### src/rtl/mfp_gpio_arbiter.sv
// mfp_gpio_arbiter: round-robin arbiter giving N_REQ requesters shared access
// to a bank of 32-bit GPIO registers, one transaction at a time.
//   HCLK, HRESET            : clock, synchronous active-high reset
//   req_valid/write/lock    : per-requester request, direction, keep-grant
//   req_addr, req_wdata     : per-requester register index and write data
//   req_ready               : accept strobe (combinational, IDLE only)
//   rsp_valid, rsp_rdata    : completion strobe and registered read data
//   rsp_err                 : address out of range for the operation
//   gpio_rd                 : GPIO read registers
//   gpio_wd, gpio_we        : GPIO write data and one-hot write strobe
module mfp_gpio_arbiter #(
    parameter int unsigned N_REQ  = 2,
    parameter int unsigned GPIO_W = 1,
    parameter int unsigned GPIO_R = GPIO_W,
    localparam int unsigned GPIO_MAX = (GPIO_W > GPIO_R) ? GPIO_W : GPIO_R,
    localparam int unsigned AW = (GPIO_MAX > 1) ? $clog2(GPIO_MAX) : 1
) (
    input  logic                          HCLK,
    input  logic                          HRESET,
    input  logic [N_REQ-1:0]              req_valid,
    input  logic [N_REQ-1:0]              req_write,
    input  logic [N_REQ-1:0]              req_lock,
    input  logic [N_REQ-1:0][AW-1:0]      req_addr,
    input  logic [N_REQ-1:0][31:0]        req_wdata,
    output logic [N_REQ-1:0]              req_ready,
    output logic [N_REQ-1:0]              rsp_valid,
    output logic [31:0]                   rsp_rdata,
    output logic                          rsp_err,
    input  logic [GPIO_R-1:0][31:0]       gpio_rd,
    output logic [31:0]                   gpio_wd,
    output logic [GPIO_W-1:0]             gpio_we
);

    localparam int unsigned IW = (N_REQ > 1) ? $clog2(N_REQ) : 1;

    typedef enum logic [1:0] {
        S_IDLE   = 2'd0,
        S_ACCESS = 2'd1,
        S_DONE   = 2'd2
    } state_t;

    state_t            state_q;
    state_t            state_d;
    logic [IW-1:0]     ptr_q;
    logic [IW-1:0]     owner_q;
    logic              lock_q;
    logic              wr_q;
    logic [AW-1:0]     addr_q;
    logic [31:0]       wdata_q;

    logic [N_REQ-1:0]  elig_c;
    logic              found_c;
    logic [IW-1:0]     win_c;
    logic [IW-1:0]     ptr_nxt_c;
    int unsigned       k_c;
    logic              accept_c;
    logic [31:0]       rd_sel_c;
    logic              err_c;

    // Round-robin search upward from ptr; a held lock masks everyone but its owner.
    always_comb begin
        elig_c  = lock_q ? (req_valid & (N_REQ'(1) << owner_q)) : req_valid;
        found_c = 1'b0;
        win_c   = '0;
        k_c     = 0;
        for (int unsigned i = 0; i < N_REQ; i++) begin
            k_c = 32'(ptr_q) + i;
            if (k_c >= N_REQ) begin
                k_c = k_c - N_REQ;
            end
            if (!found_c && elig_c[IW'(k_c)]) begin
                found_c = 1'b1;
                win_c   = IW'(k_c);
            end
        end
    end

    assign accept_c  = (state_q == S_IDLE) && found_c;
    assign ptr_nxt_c = (32'(win_c) == N_REQ - 1) ? '0 : win_c + IW'(1);

    // Read-data mux; out-of-range indices fall through to zero.
    always_comb begin
        rd_sel_c = '0;
        for (int i = 0; i < GPIO_R; i++) begin
            if (addr_q == AW'(i)) begin
                rd_sel_c = gpio_rd[i];
            end
        end
    end

    assign err_c   = wr_q ? (32'(addr_q) >= GPIO_W) : (32'(addr_q) >= GPIO_R);
    assign gpio_wd = wdata_q;

    // State register
    always_ff @(posedge HCLK) begin
        if (HRESET) begin
            state_q <= S_IDLE;
        end else begin
            state_q <= state_d;
        end
    end

    // Next-state logic
    always_comb begin
        state_d = state_q;
        case (state_q)
            S_IDLE:   if (found_c) state_d = S_ACCESS;
            S_ACCESS: state_d = S_DONE;
            S_DONE:   state_d = S_IDLE;
            default:  state_d = S_IDLE;
        endcase
    end

    // Output decode
    always_comb begin
        req_ready = '0;
        rsp_valid = '0;
        rsp_err   = 1'b0;
        gpio_we   = '0;
        case (state_q)
            S_IDLE: begin
                if (found_c) req_ready[win_c] = 1'b1;
            end
            S_ACCESS: begin
                for (int i = 0; i < GPIO_W; i++) begin
                    if (addr_q == AW'(i)) gpio_we[i] = wr_q;
                end
            end
            S_DONE: begin
                rsp_valid[owner_q] = 1'b1;
                rsp_err            = err_c;
            end
            default: ;
        endcase
    end

    // Transaction capture, lock tracking and read-data register
    always_ff @(posedge HCLK) begin
        if (HRESET) begin
            ptr_q     <= '0;
            owner_q   <= '0;
            lock_q    <= 1'b0;
            wr_q      <= 1'b0;
            addr_q    <= '0;
            wdata_q   <= '0;
            rsp_rdata <= '0;
        end else begin
            if (accept_c) begin
                ptr_q   <= ptr_nxt_c;
                owner_q <= win_c;
                lock_q  <= req_lock[win_c];
                wr_q    <= req_write[win_c];
                addr_q  <= req_addr[win_c];
                wdata_q <= req_wdata[win_c];
            end
            if (state_q == S_ACCESS) begin
                rsp_rdata <= wr_q ? '0 : rd_sel_c;
            end
        end
    end

endmodule

### config.mk
export PLATFORM = sky130hd
export DESIGN_NAME = mfp_gpio_arbiter
export DESIGN_NICKNAME = d
export VERILOG_FILES = /design/src/rtl/mfp_gpio_arbiter.sv
export SDC_FILE = /design/constraint.sdc
export NUM_CORES = 1
export LEC_CHECK = 0
export BUFFER_PORTS_ARGS = -buffer_cell sky130_fd_sc_hd__buf_2
export CAP_MARGIN = 0
export CORE_UTILIZATION = 42
export CTS_CLUSTER_SIZE = 24
export DETAILED_ROUTE_END_ITERATION = 12
export PLACE_DENSITY = 0.86
export SLEW_MARGIN = 20
export SYNTH_ARGS = -nofsm -noshare
export SYNTH_HDL_FRONTEND = slang
export SYNTH_SLANG_ARGS = --single-unit
export TNS_END_PERCENT = 1
### constraint.sdc
create_clock -name HCLK -period 1.85 [get_ports HCLK]
set_input_delay 0.2775 -clock HCLK [delete_from_list [all_inputs] [get_ports HCLK]]
set_output_delay 0.2775 -clock HCLK [all_outputs]
set_load 0.03 [all_outputs]
==> results.md <==
Synth:
- The combined area of all synthesized cells is 2680 um2.
- By area the synthesized netlist is led by sky130_fd_sc_hd__dfxtp_1 53%, sky130_fd_sc_hd__a221o_1 13%, sky130_fd_sc_hd__a22oi_1 9.0%.
- The library cell with the largest summed area after synthesis is sky130_fd_sc_hd__dfxtp_1.
- The top-area cell type share of the netlist area is 0.530.
- The number of flip-flops and latches in the synthesized netlist is 71.
- The post-synthesis share of cell area spent on and, or, nand and nor gates is 0.179.
- The total number of yosys warnings is 0.
- For this run, the register share of the synthesized area comes to 0.530.
- Of the total synthesized cell area, the portion taken by full adders, half adders and majority gates is 0.
- After synthesis, the largest family of logic cells by area is compound AO/OA/AOI/OAI gates.
- Each instance of the synthesized netlist takes up on average 10.4 um2.
- The most frequently used flop master after synthesis is sky130_fd_sc_hd__dfxtp_1.
- After technology mapping, the gate count stands at 257.
- In this run, synthesis inferred 0 flip-flops with an integrated enable.
- The post-synthesis compound-gate area fraction is 0.237.
- The async set-reset flop share out of synthesis is 0.
- Of the post-synthesis cell area, the part taken by muxes is 0.00420.
- The netlist uses 30 different library cells.
- The synthesized netlist net count is 363.
- Of the total synthesized cell area, the portion taken by XOR and XNOR cells is 0.

Finish:
- The post-route core utilization is 0.635.
- The filler-free cell count of the finished design is 508.
- The area growth from synthesis to layout is 42.8%.
- The leading cell type in the layout, fill and taps excluded is sky130_fd_sc_hd__buf_2.
- The number of antenna cells inserted is 0.
- Counting the fill cells in the layout gives 504.
- In the final layout, the share of cells above drive strength 1 is 0.471.
- In the layout the commonest cells are 175 x sky130_fd_sc_hd__buf_2, 71 x sky130_fd_sc_hd__dfxtp_1, 34 x sky130_fd_sc_hd__nor2_1, 34 x sky130_fd_sc_hd__and2_1, 34 x sky130_fd_sc_hd__a221o_1.
- In the final design database the tool counted 534 nets.

STA:
- The highest clock frequency the design can meet is 0.569 GHz.
- The final count of pins violating max slew came to 0.
- The clock period could shrink to 1.76 ns.
- In the finished design, the share of the clock period the worst path needs comes to 0.950.
- The headroom to the max-slew limit is 0.751.
- The slew at the pin with the worst max-slew slack is 0.374 ns.
- Setup violations remaining at the end of the flow were counted as 0.
- The clock arrives with 0.00829 ns of skew.
- Setup repair after global routing left no endpoint under its margin.
- The hold violation total from the final report is 0.

CTS:
- The clock-pin slew reported for the worst setup and hold paths after clock tree synthesis is 0.08 ns.
- The number of H-tree branching levels is 3.
- The number of buffers created by CTS is 9.
- The sink count of the clock tree is 71.
- The insertion delay of the later-clocked pin in the worst-skew pair is 0.33 ns.
- TritonCTS built the clock tree.
- The library cell used as clock root buffer is sky130_fd_sc_hd__clkbuf_8.
- The maximum buffer depth of the clock tree is 2.
- The number of hold buffers added after CTS is 0.

Run status:
- The flow ran to the end, and the final reports show no timing, DRC or antenna violations.

Global routing:
- Entering global routing, the biggest net connects 39 pins.
- The overall track demand over capacity in global routing is 0.209.
- The via count of the first global-routing pass is 2,318.
- The initial antenna violation count came to 0.
- For this run the aggregate overflow at the end of global routing stands at 0.
- The first global-routing pass estimated 10.5 mm of wire.

Floorplan:
- The initial core utilization is 0.445.
- In this run the vertical extent of the chip is 81.9 um.
- The top-level I/O count is 176.
- The horizontal die dimension is 81.9 um.
- The floorplan has 28 rows.
- The die covers 6700 um2.
- The core region is 6030 um2.

Min path:
- The min-delay analysis places its worst path in the category input port to flip-flop.

Setup path:
- The signal on the critical path passes through nor2b_2 > nor4b_4 > buf_2.
- Among all stages on the critical path, the largest delay is contributed by sky130_fd_sc_hd__dfxtp_1.
- The largest single stage delay on the critical path is 0.45 ns.
- Together, buffers and inverters on the worst path number 1.
- The worst setup path is captured at a primary output.
- In this design, the largest share of critical-path delay is due to flip-flops.
- STA puts the critical path data arrival time at 1.48 ns.
- The critical setup path kind is flip-flop to primary output.
- STA classifies the critical path startpoint as a flip-flop.
- The critical path required time is 1.57 ns.
- In this run the worst path has a maximum fanout of 6.

Routing:
- The routed wire length is 7.29 mm.
- Using the TritonRoute via totals, the vias-per-cell ratio works out to 5.22.
- For this run, design rule violations remaining after detail routing come to 0.
- The first routing iteration left 111 violations.
- Detailed routing inserted a total of 2,654 vias.
- The length of the first detailed-routing pass in iterations is 4.
- The routed wire length per instance is 14.4 um.
- In this run the remaining antenna-violating nets after routing total 0.

Placement:
- The post-DP HPWL is 5.34 mm.
- The global placer's final weighted congestion is 0.752.
- Once placement completed, the tool counted placed cells totaling 492.
- The count of port buffers added during placement is 175.

Flow run:
- Max-cap violations in this run came to 0.

Power and ir drop:
- Across the VDD grid, the largest voltage drop is 0.630 mV.
- The analysis attributes to cell leakage a power of 1.93 nW.
- The ratio of total power to cell area is 1020 nW/um2.
-- stage by stage --
| stage | hold slack (ns) | power, W | worst slack [ns] | instance area (um2) | setup TNS (ns) |
|---|---|---|---|---|---|
| 2_1_floorplan | 0.415 | 0.00241 | -0.00553 | 2690 | -0.00553 |
| 3_3_place_gp | 0.463 | 0.00271 | 0.273 | 3630 | 0 |
| 3_5_place_dp | 0.469 | 0.00274 | 0.216 | 3630 | 0 |
| 4_1_cts | 0.153 | 0.00394 | 0.0223 | 3820 | 0 |
| 5_1_grt | 0.157 | 0.00409 | 0.0126 | 3830 | 0 |
| 6_report | 0.162 | 0.00390 | 0.0917 | 3830 | 0 |
-- synth_stat cells, types with 4 or more instances --
| cell type | instances |
|---|---|
| sky130_fd_sc_hd__buf_2 | 7 |
| sky130_fd_sc_hd__buf_6 | 4 |
| sky130_fd_sc_hd__nor2_1 | 36 |
| sky130_fd_sc_hd__a22oi_1 | 32 |
| sky130_fd_sc_hd__dfxtp_1 | 71 |
| sky130_fd_sc_hd__clkbuf_1 | 8 |
| sky130_fd_sc_hd__a221o_1 | 34 |
| sky130_fd_sc_hd__and2_1 | 34 |
-- sequential cells by signal, indices dropped and copies added (netlist names) --
signal and cells:
addr_q 1, rsp_rdata 32, gpio_wd 32, owner_q 1
ptr_q 1, wr_q 1, lock_q 1, state_q 2
-- logic make-up (layout without fill, tap and decap cells) --
| logic type | Yosys count | count (layout) |
|---|---|---|
| and+or+nand+nor | 87 | 87 |
| AOI/OAI and AO/OA | 74 | 74 |
| muxes | 1 | 1 |
| buffers and inverters | 24 | 200 |
| DFF | 71 | 71 |
-- power breakdown --
part | internal (W) | switching, W
combinational | 0.000360 | 0.000577
clock | 0.000654 | 0.000546
sequential | 0.00168 | 0.0000868
-- layer usage --
layer / track usage / part of all wire / vias to the layer above
met5: 0 / 0 / -
met4: 0.0930 / 0.022 / 0
met3: 0.0611 / 0.091 / 14
met2: 0.369 / 0.50 / 126
met1: 0.230 / 0.39 / 1225
li1: - / - / 1289
-- path summary, 6_finish.rpt --
path / endpoint / slack [ns] / from / cells after the start
worst max-delay path: req_ready[1] / 0.09 / owner_q / 3
worst min-delay path: gpio_wd[15] / 0.16 / req_wdata[15] / 2
worst max register to register: gpio_wd[18] / 0.20 / owner_q / 5
worst min register to register: gpio_wd[11] / 0.48 / gpio_wd[11] / 1
-- layout make-up --
type / count / area (um2) / area share
timing repair buffer: 181 / 958 / 0.250
clock buffer: 12 / 145 / 0.0379
multi-input combinational: 162 / 1150 / 0.301
inverter: 3 / 11.3 / 0.00294
clock inverter: 4 / 45.0 / 0.0118
tap: 75 / 93.8 / 0.0245
sequential: 71 / 1420 / 0.371
-- timing repair --
item | CTS | global route
endpoints found under the setup margin | 1 | 1
gates resized for setup | 1 | 1
buffers inserted | 0 | 0
Power figures use the tool's default switching activity.
